<file path="src/rtl/fetch_sequencer.sv">
// Fetch-control FSM: sequences PC load, memory wait, instruction latch, decoder
// issue and optional jump-register load, with halt at instruction boundaries.
module fetch_sequencer #(
    parameter int unsigned ADDR_WIDTH  = 12,
    parameter int unsigned MEM_LATENCY = 1,
    parameter int unsigned CNT_WIDTH   = 16
) (
    input  logic                 clk,
    input  logic                 rst,
    input  logic                 START,
    input  logic                 HALT,
    input  logic                 PC_SRC_VALID,
    input  logic                 PC_SRC_SEL,
    input  logic                 JUMP_REQ,
    input  logic                 DEC_READY,
    output logic                 CTRL_REG_PC,
    output logic                 CTRL_REG_INSTR,
    output logic                 CTRL_REG_ARG,
    output logic                 CTRL_REG_JUMP,
    output logic                 SEL_MUX,
    output logic                 INSTR_VALID,
    output logic                 BUSY,
    output logic [CNT_WIDTH-1:0] FETCH_COUNT
);

    localparam int unsigned WAIT_W = 4;
    localparam logic [WAIT_W-1:0] WAIT_LOAD = WAIT_W'(MEM_LATENCY - 1);

    // Elaboration-time parameter legality checks.
    if (MEM_LATENCY == 0 || MEM_LATENCY > 15) begin : g_bad_latency
        $error("fetch_sequencer: MEM_LATENCY must be 1..15");
    end
    if (ADDR_WIDTH == 0 || CNT_WIDTH == 0) begin : g_bad_width
        $error("fetch_sequencer: ADDR_WIDTH and CNT_WIDTH must be nonzero");
    end

    typedef enum logic [2:0] {
        IDLE      = 3'd0,
        WAIT_PC   = 3'd1,
        MEM_WAIT  = 3'd2,
        LATCH     = 3'd3,
        ISSUE     = 3'd4,
        JUMP_LOAD = 3'd5
    } state_t;

    state_t                state_q, state_d;
    logic [WAIT_W-1:0]     wait_q, wait_d;
    logic                  halt_q, halt_d;
    logic [CNT_WIDTH-1:0]  count_d;
    logic                  halt_now;

    // State, wait counter, sticky halt and fetch counter registers.
    always_ff @(posedge clk) begin
        if (rst) begin
            state_q     <= IDLE;
            wait_q      <= '0;
            halt_q      <= 1'b0;
            FETCH_COUNT <= '0;
        end else begin
            state_q     <= state_d;
            wait_q      <= wait_d;
            halt_q      <= halt_d;
            FETCH_COUNT <= count_d;
        end
    end

    // Next-state logic; a halt seen this cycle counts as already pending.
    always_comb begin
        state_d  = state_q;
        wait_d   = wait_q;
        halt_d   = halt_q;
        count_d  = FETCH_COUNT;
        halt_now = halt_q | HALT;
        case (state_q)
            IDLE: begin
                if (START && !HALT) state_d = WAIT_PC;
            end
            WAIT_PC: begin
                if (PC_SRC_VALID) begin
                    state_d = MEM_WAIT;
                    wait_d  = WAIT_LOAD;
                end
            end
            MEM_WAIT: begin
                if (wait_q == '0) state_d = LATCH;
                else              wait_d  = wait_q - WAIT_W'(1);
            end
            LATCH: begin
                state_d = ISSUE;
            end
            ISSUE: begin
                if (DEC_READY) begin
                    count_d = FETCH_COUNT + CNT_WIDTH'(1);
                    if (JUMP_REQ)      state_d = JUMP_LOAD;
                    else if (halt_now) state_d = IDLE;
                    else               state_d = WAIT_PC;
                end
            end
            JUMP_LOAD: begin
                state_d = halt_now ? IDLE : WAIT_PC;
            end
            default: begin
                state_d = IDLE;
            end
        endcase
        if (state_q != IDLE) halt_d = halt_now;
        if (state_d == IDLE) halt_d = 1'b0;
    end

    // Datapath enables decoded from state; PC load follows the source handshake.
    always_comb begin
        CTRL_REG_PC    = 1'b0;
        CTRL_REG_INSTR = 1'b0;
        CTRL_REG_ARG   = 1'b0;
        CTRL_REG_JUMP  = 1'b0;
        SEL_MUX        = 1'b0;
        INSTR_VALID    = 1'b0;
        BUSY           = (state_q != IDLE);
        case (state_q)
            WAIT_PC: begin
                CTRL_REG_PC = PC_SRC_VALID;
                SEL_MUX     = PC_SRC_VALID & PC_SRC_SEL;
            end
            LATCH: begin
                CTRL_REG_INSTR = 1'b1;
                CTRL_REG_ARG   = 1'b1;
            end
            ISSUE: begin
                INSTR_VALID = 1'b1;
            end
            JUMP_LOAD: begin
                CTRL_REG_JUMP = 1'b1;
            end
            default: begin
            end
        endcase
    end

endmodule

</file>
<file path="config.mk">
export PLATFORM = sky130hd
export DESIGN_NAME = fetch_sequencer
export DESIGN_NICKNAME = d
export VERILOG_FILES = /design/src/rtl/fetch_sequencer.sv
export SDC_FILE = /design/constraint.sdc
export NUM_CORES = 1
export LEC_CHECK = 0
export ABC_AREA = 1
export BUFFER_PORTS_ARGS = -buffer_cell sky130_fd_sc_hd__buf_2
export CORE_MARGIN = 5
export CORE_UTILIZATION = 45
export CTS_BUF_LIST = sky130_fd_sc_hd__clkbuf_16
export CTS_CLUSTER_DIAMETER = 100
export DETAILED_ROUTE_END_ITERATION = 8
export PLACE_DENSITY_LB_ADDON = 0.15
export REMOVE_ABC_BUFFERS = 1
export SKIP_CTS_REPAIR_TIMING = 1
export SYNTH_ARGS = -nofsm -noshare
export SYNTH_HDL_FRONTEND = slang
export SYNTH_SLANG_ARGS = --single-unit
export TNS_END_PERCENT = 30
</file>
<file path="constraint.sdc">
create_clock -name clk -period 1.4 [get_ports clk]
set_input_delay 0.07 -clock clk [delete_from_list [all_inputs] [get_ports clk]]
set_output_delay 0.07 -clock clk [all_outputs]
set_load 0.02 [all_outputs]
</file>
### Word-level counts from Yosys, hierarchy flattened

Cells that the tools add are included.

* register bits: 24
* bits of input ports: 8
* output and inout port bits: 23
* logic and storage cells: 40

* add/sub/neg operators: 2
* equality and inequality tests: 7
* multiplexer cells: 15
* bitwise gates (word level): 2
* reduce and logical (&&, ||, !) cells: 10

Operators by type and width (number)
* 3-bit one-hot mux with 6 select lines: 1
* 16-bit by 1-bit adder with 16-bit output (second input constant): 1
* 3-bit two-way mux: 5
* 4-bit two-way mux: 2
* 4-bit one-hot mux with 2 select lines: 1
* 3-bit by 2-bit equality test with 1-bit output (second input constant): 2
* 3-bit equality test (second input constant): 2
* 3-bit logical NOT: 2
* 1-bit two-way mux: 6
* 4-bit logical NOT: 1
* 2-bit != test (second input constant): 2
* 4-bit by 1-bit subtractor with 4-bit output (second input constant): 1
* 3-bit by 1-bit equality test with 1-bit output (second input constant): 1
* 3-bit AND reduction: 1
* 3-bit nonzero test: 1
* 2-bit AND reduction: 1
* 2-bit nonzero test: 1
* 2-bit OR reduction: 1
* 1-bit AND: 1
* 1-bit logical AND: 1
* 1-bit logical NOT: 1
* 1-bit bitwise OR: 1

### Longest topological paths before layout

Gate-level depths: netlist of the first run.

* depth after elaboration: 7
* mapped depth: 10
* gate-level depth less buffers: 10

### Worst setup path before layout of the first run

OpenSTA, ideal clock, no wires.

* kind: register to register
* from: register FETCH_COUNT[1]
* to: register FETCH_COUNT[10]
* setup time: 0.116 ns
* arrival time: 1.295 ns
* data required time: 1.284 ns
* path slack: -0.010 ns
* stages on the path, launching flop included: 8
* buffers on the path: 0
* clock period less this slack: 1.410 ns
* cells stage by stage: dfxtp_1 ha_1 nand2_1 nor2_1 nand2_1 nor2_4 nand3_1 and3_1

* longest elaborated chain between the ends: 1

RTL lines
* from (decl): RTL line 23 `output logic [CNT_WIDTH-1:0] FETCH_COUNT`
* from (signal assigned): RTL line 63 `FETCH_COUNT <= count_d;`
* 16-bit by 1-bit adder with 16-bit output: RTL line 93 `count_d = FETCH_COUNT + CNT_WIDTH'(1);`

No other way between the ends.
A chain may end at the register's enable or synchronous reset.

### Worst setup path in the final report of the first run

* from: register FETCH_COUNT[0]
* to: register FETCH_COUNT[12]

The elaborated chain is that of the path after synthesis.

==> impl_metrics.json, run 1 <==
{
  "power_density_nw_per_um2": 798,
  "gp_congestion": 0.770,
  "vias": 1420,
  "finalClockSkew_ns": 0.00242,
  "ys_ff_latch": 24,
  "core_region_area_sq_um": 3030,
  "cap_violations": 0,
  "cts_buffer_depth": 2,
  "io_pins": 31,
  "critPathMaxFanout": 5,
  "final_common_cell": "nand2_1",
  "synth.avg_cell_area_sq_um": 6.59,
  "r2r_slack_ns": 0.09,
  "path_cells": "ha_4 > nand2_2 > nor2_2 > nand2_2 > nor2_4 > nand3_2 > nor2_1 > nor2_1",
  "wl_per_cell_um": 10.0,
  "cts_made_buffers": 3,
  "setup_ws_ns": 0.0865,
  "synth_top_area_share_pct": 34.4,
  "root_buffer": "clkbuf_16",
  "setup_viol": 0,
  "min_path_type": "primary input to flop",
  "fp-row-count": 20,
  "dp_cells": 293,
  "area_growth_pct": 31.2,
  "synth_area_leader_cell": "dfxtp_1",
  "layout-drive-gt1-share_pct": 29.6,
  "ant_nets": 0,
  "final_cells": 301,
  "grt-ovfl-total": 0,
  "crit_path_end_kind": "flop",
  "die_h_um": 65.7,
  "final-max-slew-violation-count": 0,
  "first_pass_iters": 4,
  "syn_inst": 212,
  "tightest_slew_ns": 0.312,
  "die_area_sq_um": 4320,
  "critPathSlowestCell": "dfxtp_2",
  "synth_area_leaders": "dfxtp_1 34%, nand2_1 14%, inv_1 9.1%",
  "startpoint_type": "flop",
  "finalHoldViolCount": 0,
  "p_leak_nw": 0.933,
  "path_buf_inv": 0,
  "dp_hpwl_um": 2270,
  "holdWs_ns": 0.167,
  "vdd_ir_drop_max_v": 0.000457,
  "outcome": "finished, final reports clean",
  "max_stage_delay_ns": 0.36,
  "setup_tns_ns": 0,
  "vias_per_cell": 4.72,
  "antenna_cells": 0,
  "h-tree-depth": 1,
  "antenna_found_initial": 0,
  "cp_top_family": "simple AND/OR/NAND/NOR gates",
  "clkSinkCount": 24,
  "drc": 0,
  "grt_pass1_wl_um": 5230,
  "grt_util_all_layers_pct": 14.9,
  "place.port_buffers": 30,
  "final_cell_mix": "48 x nand2_1, 33 x inv_1, 30 x buf_2",
  "grt_max_degree": 15,
  "period_minus_slack_ns": 1.31,
  "criticalPathCategory": "flop to flop",
  "cts_tree": "yes",
  "grt_pass1_vias": 1248,
  "place_ws_ns": 0.0566,
  "cts.clk_slew.worst_paths_ns": 0.06,
  "relSlewSlack_pct": 79.0,
  "clk_latency_ns": 0.25,
  "ys_types": 24,
  "wl_um": 3010,
  "yosys_warnings": 0,
  "arrival_ns": 1.46,
  "fmax_mhz": 761,
  "syn_area_sq_um": 1400,
  "initial_core_util_pct": 46.2,
  "drtIter0Drc": 85,
  "fp.dieW_um": 65.7,
  "synth.yosys.seq_area_share_pct": 34.4,
  "post-route-period-util_pct": 93.8,
  "required_ns": 1.55,
  "nets": 269
}
worst register-to-register path, delay by kind of cell, from the launching register on:
kind	cells	cell delay (ns)
simple gates	7	0.71
flops	1	0.36
fa+ha+maj	1	0.14
layout make-up:
cell class                 count  area (sq um)
multi-input combinational    148           802
tap                           44          55.1
inverter                      37           139
fill                         298          1190
timing repair buffer          45           275
clock buffer                   3          75.1
sequential                    24           487
logic make-up (layout without fill, tap and decap cells):
kind of cell | Yosys count | in the layout | synth area share, %
AOI/OAI and AO/OA | 19 | 19 | 6.98
buffers and inverters | 41 | 85 | 12.1
and+or+nand+nor | 124 | 125 | 43.5
xor gates and xnor gates | 2 | 2 | 1.25
DFF | 24 | 24 | 34.4
adders and majority gates | 2 | 2 | 1.79
final timing paths:
kind	to	cells after the start	start
worst min register to register	wait_q[0]	1	wait_q[0]
worst max register to register	FETCH_COUNT[12]	8	FETCH_COUNT[0]
worst min-delay path	state_q[2]	4	DEC_READY
worst max-delay path	FETCH_COUNT[12]	8	FETCH_COUNT[0]
synth_stat cells (all sizes together):
cell	number
a211oi	1
a21oi	15
and3	2
buf	3
clkbuf	1
clkinv	1
dfxtp	24
ha	2
inv	36
nand2	51
nand3	18
nand4	7
nor2	34
nor3	12
o21ai	3
xnor2	1
xor2	1
registers in the layout, indices dropped and copies added (netlist names):
signal	cells
FETCH_COUNT	16
wait_q	4
state_q	3
halt_q	1
stage by stage:
stage          util, %  area (sq um)  total power, W
2_1_floorplan        -          1370        0.000807
3_3_place_gp      54.7          1660        0.000870
3_5_place_dp      54.7          1660        0.000869
4_1_cts           57.1          1730         0.00148
5_1_grt           60.5          1830         0.00153
6_report          60.5          1830         0.00146
where the power goes:
group	total, W	internal (W)	switching, W	leakage (nW)
combinational	0.000165	0.0000659	0.0000989	0.700
sequential	0.000700	0.000691	0.00000942	0.196
clock	0.000598	0.000377	0.000221	0.0370
metal layers:
metal	up-vias	track usage, %	part of all wire [%]
met5	-	0	0
met4	0	3.89	0.93
met3	4	2.74	5.1
met2	33	24.4	47
met1	623	20.1	47
li1	760	-	-
No activity file was read; power rests on OpenSTA's default activity.
==> inputs of run 2 (changes only) <==
--- a/config.mk
+++ b/config.mk
@@ -7,6 +7,7 @@
 export LEC_CHECK = 0
 export ABC_AREA = 1
 export BUFFER_PORTS_ARGS = -buffer_cell sky130_fd_sc_hd__buf_2
+export CORE_ASPECT_RATIO = 1.75
 export CORE_MARGIN = 5
 export CORE_UTILIZATION = 45
 export CTS_BUF_LIST = sky130_fd_sc_hd__clkbuf_16
==> run 2 against run 1 <==
Net effect: clock skew rose by 0.00081 ns; wire length rose by 8.4%; sequential share of layout area rose by 0.38 points; die area rose by 1.0%; clock-buffer cell count did not move; global-route usage rose by 0.93 points; via count fell by 0.85%; sequential power barely moved; combinational power barely moved; non-clock buffer count fell by 1; maximum frequency fell by 3.0%.
==> impl_metrics.json, run 2 (synthesis results as in run 1) <==
{
  "critPathMaxFanout": 7,
  "vias": 1408,
  "layout-drive-gt1-share_pct": 29.3,
  "dp_cells": 292,
  "nets": 267,
  "period_minus_slack_ns": 1.35,
  "initial_core_util_pct": 47.2,
  "post-route-period-util_pct": 96.7,
  "r2r-start": "FETCH_COUNT[0]",
  "hold_end": "state_q[2]",
  "drtIter0Drc": 36,
  "final-max-slew-violation-count": 0,
  "grt_pass1_vias": 1362,
  "wl_per_cell_um": 10.9,
  "grt-ovfl-total": 0,
  "antenna_found_initial": 0,
  "fmax_mhz": 738,
  "rsz0062_at_grt": "true",
  "clkSinkCount": 24,
  "root_buffer": "clkbuf_16",
  "dp_hpwl_um": 2560,
  "wl_um": 3260,
  "finalClockSkew_ns": 0.00323,
  "largest_register_ffs": 16,
  "antenna_cells": 0,
  "top_register": "FETCH_COUNT",
  "worstHoldStart": "DEC_READY",
  "die_h_um": 83.7,
  "power_frac_seq_pct": 47.3,
  "required_ns": 1.59,
  "finalHoldViolCount": 0,
  "vdd_ir_drop_max_v": 0.000882,
  "h-tree-depth": 1,
  "largest_registers": "FETCH_COUNT (16), wait_q (4), state_q (3)",
  "die_area_sq_um": 4360,
  "ant_nets": 0,
  "reg2regPathDepth": 8,
  "cap_violations": 0,
  "final_common_cell": "nand2_1",
  "area_growth_pct": 29.6,
  "setup_viol": 0,
  "grt_pass1_wl_um": 5560,
  "first_pass_iters": 4,
  "finalPower_w": 0.00147,
  "fp-row-count": 26,
  "place.port_buffers": 30,
  "gp_congestion": 0.816,
  "vias_per_cell": 4.72,
  "cts_buffer_depth": 2,
  "criticalPathCategory": "flop to flop",
  "core_region_area_sq_um": 2960,
  "p_leak_nw": 0.928,
  "power_density_nw_per_um2": 813,
  "relSlewSlack_pct": 72.6,
  "p_comb_share_pct": 11.1,
  "cts_made_buffers": 3,
  "power.switching_w": 0.000340,
  "cts_tree": "yes",
  "fp.dieW_um": 52.1,
  "tightest_slew_ns": 0.408,
  "drc": 0,
  "final_cell_mix": "47 x nand2_1, 34 x inv_1, 30 x buf_2",
  "p_int_w": 0.00113,
  "startpoint_type": "flop",
  "clk_latency_ns": 0.25,
  "r2r_end": "FETCH_COUNT[6]",
  "grt_max_degree": 15,
  "whs_path_depth": 4,
  "arrival_ns": 1.54,
  "pwr-share-clk_pct": 41.6,
  "io_pins": 31,
  "cts.clk_slew.worst_paths_ns": 0.06,
  "final_cells": 298,
  "outcome": "finished, final reports clean",
  "min_path_type": "primary input to flop",
  "grt_util_all_layers_pct": 15.9,
  "crit_path_end_kind": "flop",
  "p_sw_share_pct": 23.1,
  "r2r_slack_ns": 0.05
}
[run 2: layout make-up]
| cell class | instances | area, sq um |
|---|---|---|
| repair buffers | 44 | 259 |
| flip-flops and latches | 24 | 488 |
| multi-input cells | 147 | 795 |
| clock inverters | 1 | 3.75 |
| clock buffers | 3 | 75.1 |
| well taps | 42 | 52.6 |
| fillers | 272 | 1150 |
| inverters | 37 | 139 |
[run 2: worst max-delay path by stage]
| stage | start | endpoint | slack [ns] | depth (start not counted) |
|---|---|---|---|---|
| floorplan | FETCH_COUNT[1] | FETCH_COUNT[12] | -0.01 | 8 |
| global placement | state_q[2] | halt_q | 0.07 | 9 |
| detailed placement | FETCH_COUNT[0] | FETCH_COUNT[12] | 0.03 | 8 |
| CTS | FETCH_COUNT[0] | FETCH_COUNT[12] | 0.02 | 8 |
| global route | FETCH_COUNT[0] | FETCH_COUNT[12] | -0.04 | 9 |
| finish | FETCH_COUNT[0] | FETCH_COUNT[6] | 0.05 | 8 |
[run 2: critical path: stages, from the launching register on]
cell	delay, ns
dfxtp_2	0.37
ha_4	0.15
nand2_2	0.07
nor2_2	0.12
nand2_2	0.07
nor2_4	0.20
buf_6	0.13
o21ai_0	0.06
a21oi_1	0.12
[run 2: layer usage]
| metal | global-route usage [%] | part of all wire (%) |
|---|---|---|
| met4 | 5.25 | 1.1 |
| met1 | 17.4 | 41 |
| met5 | 0 | 0 |
| met2 | 29.8 | 54 |
| met3 | 1.61 | 3.8 |
[run 2: per-stage QoR]
step	setup WS, ns	hold slack [ns]	util [%]	instance area (sq um)	setup TNS (ns)
after floorplan	-0.0116	0.137	-	1370	-0.0228
after CTS	0.0171	0.184	58.7	1740	0
after global routing	-0.0374	0.211	61.2	1810	-0.0870
after detailed placement	0.0262	0.426	56.1	1660	0
final	0.0456	0.182	61.2	1810	0
after global placement	0.0691	0.412	56.1	1660	0
[run 2: power groups by stage]
| stage | clock network, W | registers, W | logic, W |
|---|---|---|---|
| floorplan | 0 | 0.000717 | 0.0000903 |
| global placement | 0 | 0.000714 | 0.000159 |
| detailed placement | 0 | 0.000714 | 0.000160 |
| CTS | 0.000621 | 0.000698 | 0.000161 |
| global route | 0.000651 | 0.000698 | 0.000183 |
| finish | 0.000613 | 0.000697 | 0.000164 |
